--- config.mk ---
export PLATFORM = sky130hd
export DESIGN_NAME = tdm_mux4_flat
export DESIGN_NICKNAME = d
export VERILOG_FILES = /design/src/rtl/tdm_mux4_if.sv /design/src/rtl/tdm_mux4.sv /design/src/flat_wrapper.sv
export SDC_FILE = /design/constraint.sdc
export NUM_CORES = 1
export LEC_CHECK = 0
export CORE_AREA = 2 2 53 55
export DETAILED_ROUTE_END_ITERATION = 10
export DIE_AREA = 0 0 55 57
export GPL_ROUTABILITY_DRIVEN = 0
export GPL_TIMING_DRIVEN = 0
export PLACE_DENSITY = 0.76
export RECOVER_POWER = 50
export REMOVE_ABC_BUFFERS = 1
export SYNTH_ARGS = -nofsm -noshare
export SYNTH_HDL_FRONTEND = slang
export SYNTH_SLANG_ARGS = --single-unit
--- constraint.sdc ---
create_clock -name clk -period 1.8 [get_ports clk]
set_input_delay 0.18 -clock clk [delete_from_list [all_inputs] [get_ports clk]]
set_output_delay 0.18 -clock clk [all_outputs]
set_load 0.02 [all_outputs]
--- src/rtl/tdm_mux4_if.sv ---
// tdm_mux4_if -- bundle of the 4:1 TDM multiplexer's handshake and data signals.
//
// Handshake: a beat moves across a port on a rising clk edge where that
// port's valid and ready are both high. Valid never waits on ready.
//
// Signals:
//   in_data   [4*WIDTH-1:0]  channel payloads, channel i at [i*WIDTH +: WIDTH]
//   in_valid  [3:0]          per-channel beat available
//   in_ready  [3:0]          per-channel beat accepted this cycle
//   out_data  [WIDTH-1:0]    registered payload
//   out_sel   [1:0]          registered source channel index
//   out_valid                output register holds a beat
//   out_ready                downstream accepts the beat
//
// Modports: slave = the multiplexer, master = the environment driving it.
interface tdm_mux4_if #(
  parameter int WIDTH = 8
);
  logic [4*WIDTH-1:0] in_data;
  logic [3:0]         in_valid;
  logic [3:0]         in_ready;
  logic [WIDTH-1:0]   out_data;
  logic [1:0]         out_sel;
  logic               out_valid;
  logic               out_ready;

  modport slave (
    input  in_data, in_valid, out_ready,
    output in_ready, out_data, out_sel, out_valid
  );

  modport master (
    output in_data, in_valid, out_ready,
    input  in_ready, out_data, out_sel, out_valid
  );
endinterface

--- src/rtl/tdm_mux4.sv ---
// tdm_mux4 -- four-channel time-division multiplexer into one registered
// output stage carrying the payload plus its source index (out_sel) for a
// downstream 1:4 demux.
//
// Ports:
//   clk  rising-edge clock
//   rst  synchronous active-high reset
//   bus  tdm_mux4_if.slave (in_data/in_valid/in_ready, out_data/out_sel/
//        out_valid/out_ready)
//
// Default scheduling is work-conserving round-robin: priority starts at the
// channel after the last winner. Defining TDM_FIXED_SLOT_EN switches to strict
// time-division slots: a free-running slot counter (advancing whenever the
// output register can load) grants only its own channel, and idle slots
// produce a bubble.
module tdm_mux4 #(
  parameter int WIDTH = 8
) (
  input logic         clk,
  input logic         rst,
  tdm_mux4_if.slave   bus
);

  logic             out_valid_q;
  logic [WIDTH-1:0] out_data_q;
  logic [1:0]       out_sel_q;
  logic             load;
  logic             found;
  logic [1:0]       win;
  logic [3:0]       in_ready_c;
  logic [WIDTH-1:0] ch_data [4];

`ifdef TDM_FIXED_SLOT_EN
  logic [1:0] slot;
`else
  logic [1:0] last;
  logic [1:0] cand;
`endif

  // Output register can take a new beat when empty or being drained.
  assign load = !out_valid_q || bus.out_ready;

  always_comb begin
    for (int i = 0; i < 4; i++) begin
      ch_data[i] = bus.in_data[i*WIDTH +: WIDTH];
    end
  end

`ifdef TDM_FIXED_SLOT_EN
  always_comb begin
    win   = slot;
    found = bus.in_valid[slot];
  end
`else
  // Scan last+1 .. last+4 (mod 4); the first valid channel wins, so the
  // previous winner has lowest priority.
  always_comb begin
    found = 1'b0;
    win   = last;
    cand  = '0;
    for (int k = 1; k < 5; k++) begin
      cand = last + k[1:0];
      if (!found && bus.in_valid[cand]) begin
        found = 1'b1;
        win   = cand;
      end
    end
  end
`endif

  // Grant depends only on valids, output state and pointer, never on data.
  always_comb begin
    in_ready_c = 4'b0000;
    if (!rst && load && found) begin
      in_ready_c = 4'b0001 << win;
    end
  end

  always_ff @(posedge clk) begin
    if (rst) begin
      out_valid_q <= 1'b0;
      out_data_q  <= '0;
      out_sel_q   <= 2'd0;
`ifdef TDM_FIXED_SLOT_EN
      slot        <= 2'd0;
`else
      last        <= 2'b11;
`endif
    end else if (load) begin
`ifdef TDM_FIXED_SLOT_EN
      slot <= slot + 2'd1;
`endif
      if (found) begin
        out_valid_q <= 1'b1;
        out_data_q  <= ch_data[win];
        out_sel_q   <= win;
`ifndef TDM_FIXED_SLOT_EN
        last        <= win;
`endif
      end else begin
        out_valid_q <= 1'b0;
      end
    end
  end

  assign bus.in_ready  = in_ready_c;
  assign bus.out_valid = out_valid_q;
  assign bus.out_data  = out_data_q;
  assign bus.out_sel   = out_sel_q;

endmodule

--- src/flat_wrapper.sv ---
// flat-port wrapper written by rule: the top's interface ports become plain ports
module tdm_mux4_flat 
#(
  parameter int WIDTH = 8
)
  (clk, rst, bus_in_data, bus_in_valid, bus_out_ready, bus_in_ready, bus_out_data, bus_out_sel, bus_out_valid);
  tdm_mux4_if #(.WIDTH(WIDTH)) bus_i ();
  input logic clk;
  input logic rst;
  input wire logic [$bits(bus_i.in_data)-1:0] bus_in_data;
  input wire logic [$bits(bus_i.in_valid)-1:0] bus_in_valid;
  input wire logic [$bits(bus_i.out_ready)-1:0] bus_out_ready;
  output wire logic [$bits(bus_i.in_ready)-1:0] bus_in_ready;
  output wire logic [$bits(bus_i.out_data)-1:0] bus_out_data;
  output wire logic [$bits(bus_i.out_sel)-1:0] bus_out_sel;
  output wire logic [$bits(bus_i.out_valid)-1:0] bus_out_valid;
  assign bus_i.in_data = bus_in_data;
  assign bus_i.in_valid = bus_in_valid;
  assign bus_i.out_ready = bus_out_ready;
  assign bus_in_ready = bus_i.in_ready;
  assign bus_out_data = bus_i.out_data;
  assign bus_out_sel = bus_i.out_sel;
  assign bus_out_valid = bus_i.out_valid;
  tdm_mux4 #(.WIDTH(WIDTH)) u_core (.clk(clk), .rst(rst), .bus(bus_i));
endmodule
==> metrics.csv <==
stage,metric,value,unit
routing,total wirelength of the detailed-routed design,2984,µm
timing,hold slack,447.9,ps
critical_path,critical path type,reg2out,
hold_path,Worst Hold Path Cells,2,
routing,1st-iter DRT viols,20,
floorplanning,initial standard-cell utilization of the core,0.3450,
layout,"commonest cells after routing, fill and taps aside","sky130_fd_sc_hd__clkdlybuf4s50_1 (38), sky130_fd_sc_hd__dfxtp_1 (11), sky130_fd_sc_hd__nand2_1 (10)",
floorplanning,number of standard-cell rows in the floorplan,19,
clock_network,CTS Hold Bufs,0,
hold_path,type of the worst min-delay path,reg2reg,
run,max-cap check violation count,0,
floorplanning,top-level I/O count,54,
outcome,outcome,finished clean,
synth,combined area of all synthesized cells,902.1,µm²
critical_path,"Critical Path, Cell by Cell","nand2b_1, o21ai_1, o211ai_2, nor2_1, clkdlybuf4s15_2",
floorplanning,Std-Cell Core Area,0.002615,mm²
clock_network,Clock Tree Root,sky130_fd_sc_hd__clkbuf_4,
timing,RSZ-0062 raised after global routing,false,
power_and_ir_drop,cell internal power dissipation,656.9,µW
power_and_ir_drop,combinational group share of total power,0.459,
synth,number of distinct library cell variants in the gate-level netlist after synthesis,30,
timing,shortest clock period the worst path allows after layout,1710,ps
routing,number of nets still failing antenna checks after routing,0,
critical_path,worst endpoint required time,1620,ps
routing,Avg Vias per Cell,5.318,
power_and_ir_drop,part of the total power dissipated in the clock network,0.186,
layout,net total in the final layout,204,
critical_path,Worst Path Buf+Inv,1,
timing,setup skew after layout,3.906,ps
place,half-perimeter wire length after detailed placement,2070,µm
clock_network,cts bufs inserted,3,
synth,number of cells produced by synthesis,103,
routing,number of search-and-repair iterations in the first detailed-routing pass,4,
critical_path,Crit path max-delay family,flip-flops,
place,Placed Instances,182,
power_and_ir_drop,share of total power in sequential cells,0.356,
clock_network,H-tree levels,1,
layout,area added between synthesis and finish,69.76,%
power_and_ir_drop,PwrDens,666.9,mW/mm²
timing,fin worst setup slack,89.64,ps
synth,average size of a mapped cell,8.758,µm²
critical_path,Worst Setup End Kind,output port,
layout,final cell count without fillers,195,
timing,final max-slew violation count,0,
synth,"EDFF count, synth",0,
place,number of port buffers,53,
synth,proportion of netlist area held by the largest area contributor,0.2885,
place,setup slack after placement,-775.7,ps
floorplanning,overall die height,57,µm
synth,post-synth top area cell,sky130_fd_sc_hd__dfxtp_1,
timing,Final Setup Violations,0,
synth,fraction of registers with async set/reset,0,
timing,maximum clock frequency,584.7,MHz
clock_network,clock tree from TritonCTS,built,
power_and_ir_drop,leakage power,0.0006313,µW
timing,Worst-Margin Slew,677.6,ps
layout,antenna fix cells,0,
global_routing,first-pass GRT wire length,4671,µm
timing,Rel. slew slack,0.5483,
power_and_ir_drop,switching share of power,0.3568,
global_routing,largest net degree at the start of global routing,10,
global_routing,initial antenna violation count,0,
global_routing,GRT Residual Overflow,0,
critical_path,FF-to-FF path depth,5,
routing,routed vias,1037,
critical_path,stages on the worst setup path,5,
critical_path,Startpoint Class,flop,
global_routing,global router's overall resource usage,0.2057,
global_routing,via count of the first global-routing pass,1081,
timing,"Period Utilization, post-route",0.9502,
synth,synth warn,0,
clock_network,CTS max path bufs,2,
layout,most frequent standard cell in the layout excluding fill and tap cells,sky130_fd_sc_hd__clkdlybuf4s50_1,
clock_network,clock transition at the register clock pins on the worst setup and hold paths after CTS,90,ps
critical_path,signal arrival time at the worst endpoint,1530,ps
routing,DRC errors left,0,
clock_network,insertion delay to the later sink of the worst-skew pair,280,ps
synth,"Top FF cell, synth",sky130_fd_sc_hd__dfxtp_1,
synth,post-synthesis sequential area ratio,0.2885,
synth,Seq cells post-synth,13,
critical_path,worst-path cell with the longest stage delay,sky130_fd_sc_hd__dfxtp_4,
power_and_ir_drop,peak supply drop,456.4,µV
synth,most area-consuming cells after synthesis,"sky130_fd_sc_hd__dfxtp_1 (29%), sky130_fd_sc_hd__mux2i_1 (8.9%), sky130_fd_sc_hd__a21o_1 (7.5%)",
critical_path,minimum setup slack among reg-to-reg paths,200,ps
power_and_ir_drop,power spent charging and discharging nets,364.4,µW
timing,final number of hold-violating endpoints,0,
clock_network,clock sink count,13,
floorplanning,total die area,0.003135,mm²
critical_path,delay contributed by the slowest stage of the critical path,380,ps
routing,per-cell routed wire length,15.30,µm
critical_path,highest net fanout along the worst path,5,
layout,share of cells above drive strength 1,0.1951,
floorplanning,width of the chip,55,µm
[layer usage]
layer / GRT usage / vias to the layer above / part of all wire
met5: 0 / - / 0
li1: - / 513 / -
met3: 0.07330 / 8 / 0.097
met2: 0.3112 / 59 / 0.45
met1: 0.2410 / 457 / 0.42
met4: 0.1289 / 0 / 0.032
[what timing repair did]
| action | in CTS | in global routing |
|---|---|---|
| pin swaps | 6 | 3 |
| hold endpoints to repair | 0 | 0 |
| buffers inserted | 7 | 2 |
| endpoints found under the setup margin | 4 | 4 |
| gates resized for setup | 28 | 5 |
[registers in the layout, indices dropped and copies added, names as in the netlist]
signal	flops
u_core.bus.out_sel	2
u_core.bus.out_data	8
u_core.last	2
u_core.bus.out_valid	1
[power by group through the flow]
stage,combinational (µW),sequential (µW),clock (µW)
6_report,468,363,190
5_1_grt,501,369,206
4_1_cts,475,363,195
3_5_place_dp,447,365,0
3_3_place_gp,440,364,0
2_1_floorplan,191,406,0
[cells in the mapped netlist (2+ instances only)]
cell type and instances:
sky130_fd_sc_hd__a21o_1 9, sky130_fd_sc_hd__a21oi_1 2, sky130_fd_sc_hd__buf_2 2, sky130_fd_sc_hd__dfxtp_1 13, sky130_fd_sc_hd__mux2i_1 8, sky130_fd_sc_hd__nand2_1 12, sky130_fd_sc_hd__nand2b_1 3, sky130_fd_sc_hd__nand4_1 8
sky130_fd_sc_hd__nor2_1 7, sky130_fd_sc_hd__nor2b_1 3, sky130_fd_sc_hd__o211ai_1 8, sky130_fd_sc_hd__o21ai_0 3, sky130_fd_sc_hd__o31ai_1 8
[cell type report]
type,count,area (µm²)
sequential,13,265.3
clock inverter,1,5.005
clock buffer,3,22.52
fill,232,1084
tap,31,38.79
timing repair buffer,62,583.1
multi-input combinational,85,616.8
[tightest hold or removal path, cell delays in order (launching register included)]
cell	delay [ps]
sky130_fd_sc_hd__dfxtp_1	320
sky130_fd_sc_hd__nand2_1	50
sky130_fd_sc_hd__nand2_1	40
[cell families after synthesis]
family	count (synthesis)	share of synthesized area
flip-flops	13	0.2885
AND/OR/NAND/NOR	42	0.2844
AO/OA/AOI/OAI	35	0.2940
multiplexers	8	0.08877
buffers and inverters	5	0.04437
[stage by stage]
stage                     TNS, ps  utilization  power, µW  cell area (µm²)
after CTS                       0       0.5804       1032             1518
after detailed placement    -4737       0.5474      812.1             1431
after floorplan                 0            -      596.8            862.1
after global routing            0       0.5856       1076             1531
after global placement      -4191       0.5474      804.2             1431
final                           0       0.5856       1021             1531
[path summary, 6_finish.rpt]
check / start / end
worst max-delay path: u_core.last[0] / bus_in_ready[0]
worst min-delay path: u_core.bus.out_sel[1] / u_core.bus.out_sel[1]
worst max register to register: u_core.last[0] / u_core.bus.out_data[5]
worst min register to register: u_core.bus.out_sel[1] / u_core.bus.out_sel[1]
Power figures use the tool's default switching activity.
==> RTL change 1, RTL diff (config.mk and constraints unchanged) <==
Build with the macro `TDM_FIXED_SLOT_EN` defined.
--- a/src/rtl/tdm_mux4.sv
+++ b/src/rtl/tdm_mux4.sv
@@ -13,6 +13,8 @@
 // time-division slots: a free-running slot counter (advancing whenever the
 // output register can load) grants only its own channel, and idle slots
 // produce a bubble.
+`define TDM_FIXED_SLOT_EN
+
 module tdm_mux4 #(
   parameter int WIDTH = 8
 ) (
Check against the original RTL: not equivalent (a bounded check fails within 4 cycles, from zero or initial values and one cycle with rst high).
==> RTL change 1 against the unedited design <==
Count of clock-buffer cells in the layout grew 1; area after synthesis is 10% lower; power up 6.2%; critical path depth is the same; sequential power is 7.2% higher; cell area decreased by 7.7%; synthesized cell count decreased by 19%; register-to-register slack better by 0.13 ns; sequential cell count stayed put; routed wire length fell by 23%; setup slack worse by 0.0052 ns; global-route usage down 4.3 points; critical endpoint is now bus_in_ready[1]; highest routed layer is now met3.
==> RTL change 1: results <==
{
  "path_clk_slew_ns": 0.07,
  "grtUsageMet1": 0.194,
  "peakVddDrop_mv": 0.409,
  "syn_avg_cell_area_um2": 9.78,
  "use_met2": 0.284,
  "status": "finished clean",
  "grt_pass1_wl_um": 3810,
  "dp_hpwl_um": 1710,
  "grt_pass1_vias": 883,
  "crit_path_end": "bus_in_ready[1]",
  "timing.rr.end": "u_core.bus.out_data[4]$_SDFFE_PP0P_",
  "finalNetCount": 182,
  "critPathMaxFanout": 4,
  "met3_usage": 0.0340,
  "multi_input_area_um2": 533,
  "whs_endpoint": "u_core.bus.out_data[2]$_SDFFE_PP0P_",
  "leakage_nw": 0.543,
  "vias_per_cell": 5.02,
  "routedWlPerCell_um": 13.5,
  "holdWs_ns": 0.469,
  "r2r_slack_ns": 0.33,
  "max-slew-margin-rel": 0.603,
  "grt_usage": 0.163,
  "stdcell_count": 169,
  "r2r_start": "u_core.slot[0]$_SDFFE_PP0N_",
  "swShare": 0.346,
  "dp_cells": 161,
  "fillCellCount": 239,
  "skew_ns": 0.00113,
  "grt_max_degree": 18
}
-- RTL change 1: cell types whose count changed after synthesis, moves of 4 or more --
cell      change
nand2_1       -9
mux4_2        +8
mux2i_1       -7
ha_1          +4
o211ai_1      -8
nand4_1       -8
nand3_1      +10
o31ai_1       -8
a21o_1        -9
nor2_1        -4
a21oi_1      +10
nor3b_1       +4
o21ai_0       +4
-- RTL change 1: power by group through the flow --
stage | logic, mW | clock network [mW] | registers (mW)
after floorplan | 0.220 | 0 | 0.447
after global placement | 0.479 | 0 | 0.409
after detailed placement | 0.488 | 0 | 0.412
after CTS | 0.533 | 0.178 | 0.390
after global routing | 0.570 | 0.200 | 0.397
final | 0.520 | 0.176 | 0.389
-- RTL change 1: routing by layer --
layer  routed length, um  share of wire  vias up
li1                    -              -      424
met1                 947           0.41      399
met2                1190           0.52       25
met3                 148          0.065        0
met4                   0              0        0
met5                   0              0        -
-- RTL change 1: logic make-up after synthesis --
kind of cell	synth area share
adders and majority gates	0.0616
xor gates and xnor gates	0.0108
buffers and inverters	0.0462
and+or+nand+nor	0.177
AOI/OAI and AO/OA	0.136
DFF	0.320
muxes	0.248
-- RTL change 1: layout make-up --
cell class / count / share of cell area
Sequential cell: 13 / 0.189
Multi-Input combinational cell: 62 / 0.377
Timing Repair Buffer: 57 / 0.382
Tap cell: 31 / 0.0274
Inverter: 2 / 0.00531
Clock buffer: 4 / 0.0186
-- RTL change 1: timing repair --
| action | 4_1_cts | 5_1_grt |
|---|---|---|
| gates cloned | 0 | 0 |
| setup endpoints to repair | 14 | 4 |
| setup buffers | 4 | 0 |
| resized for setup | 28 | 2 |
| pin swaps | 1 | 0 |
| hold buffers | 0 | 0 |
==> RTL change 2, RTL diff (config.mk and constraints unchanged) <==
Made on the original files. Reset style: asynchronous (`rst`), changed in one clocked block. Comments in the files are not updated.
--- a/src/rtl/tdm_mux4.sv
+++ b/src/rtl/tdm_mux4.sv
@@ -76,7 +76,7 @@
     end
   end
 
-  always_ff @(posedge clk) begin
+  always_ff @(posedge clk or posedge rst) begin
     if (rst) begin
       out_valid_q <= 1'b0;
       out_data_q  <= '0;
Behaviour: differs if rst is asserted again (counterexample within 4 cycles, from zero or initial values and one cycle with rst high); with rst held inactive, the same outputs for 10 cycles.
==> RTL change 2 against the unedited design <==
The run now ends with negative setup slack left; critical path depth unchanged; count of clock-buffer cells in the layout increased by 1; cell area rose by 3.8%; setup slack got worse by 0.29 ns; cell count decreased by 7.2%; power increased by 50%; routed wire length decreased by 4.0%; global-route usage shrank 1.9 points; fmax down 15%; sequential cell count unchanged; via count is 10% lower; area after synthesis down 11%.
==> RTL change 2: results <==
{
  "synthCells": 82,
  "crit_path_end": "bus_in_ready[2]",
  "holdWs_ns": 0.453,
  "final.setup.tns_ns": -1.40,
  "timing.rr.end": "u_core.bus.out_data[3]$_DFFE_PP0P_",
  "areaGrowthSynthToFinish_pct": 98.6,
  "fillCellCount": 214,
  "swShare": 0.374,
  "dr.first_iter.drc_count": 12,
  "synthMuxAreaShare": 0.213,
  "wl_met3_um": 216,
  "synth_ff_type": "dfrtp_1",
  "synth_top_area_frac": 0.344,
  "violations": "negative setup slack",
  "clk_share": 0.0165,
  "grtUsageMet1": 0.204,
  "multi_input_area_share": 0.334,
  "drt_wl_total_um": 2860,
  "reg2regPathDepth": 6,
  "peakVddDrop_mv": 0.566,
  "status": "finished, violations left",
  "cts_resized": 41,
  "setup_viol": 12,
  "seq_area_um2": 328,
  "r2r_start": "u_core.last[1]$_DFFE_PP1P_",
  "buffers": 68,
  "met3_usage": 0.0236,
  "finalNetCount": 190,
  "vias": 933,
  "use_met2": 0.337,
  "place_ws_ns": -1.27,
  "ys_top_cells_by_count": "mux2i_1, nand2_1, dfrtp_1",
  "leakage_nw": 0.683,
  "stdcell_count": 181,
  "synth_cell_type_count": 21,
  "layout-drive-gt1-share": 0.260,
  "post_cts_buffers": 12,
  "dp_hpwl_um": 1800,
  "critPathMaxStageDelay_ns": 0.62,
  "wl_met1_um": 1080,
  "syn_avg_cell_area_um2": 9.77,
  "grt_pass1_vias": 987,
  "clock_buffers": 4,
  "timing.final.ws_setup_ns": -0.205
}
[RTL change 2: changes by cell type in the layout (fill, tap and decap cells not counted), moves of 7 or more]
| cell | change |
|---|---|
| clkdlybuf4s50_1 | +11 |
| dfrtp_1 | +11 |
| dfxtp_1 | -11 |
| mux2i_1 | +8 |
| nand4_1 | -8 |
| o211ai_1 | -8 |
| o221ai_1 | +8 |
| o31ai_1 | -8 |
| a21o_1 | -7 |
| buf_4 | +7 |
| dlygate4sd3_1 | -7 |
[RTL change 2: cell families (layout without fill, tap and decap cells)]
group	after synthesis	after routing
buffers and inverters	10	77
muxes	17	17
DFF	13	13
and+or+nand+nor	25	25
AOI/OAI and AO/OA	17	18
[RTL change 2: power groups by stage]
stage          clock network (mW)  registers [mW]  logic (mW)
6_report                    0.182           0.458       0.888
5_1_grt                     0.201           0.472       0.939
4_1_cts                     0.189           0.456       0.844
3_5_place_dp                    0           0.449       0.684
3_3_place_gp                    0           0.442       0.668
2_1_floorplan                   0           0.536       0.274
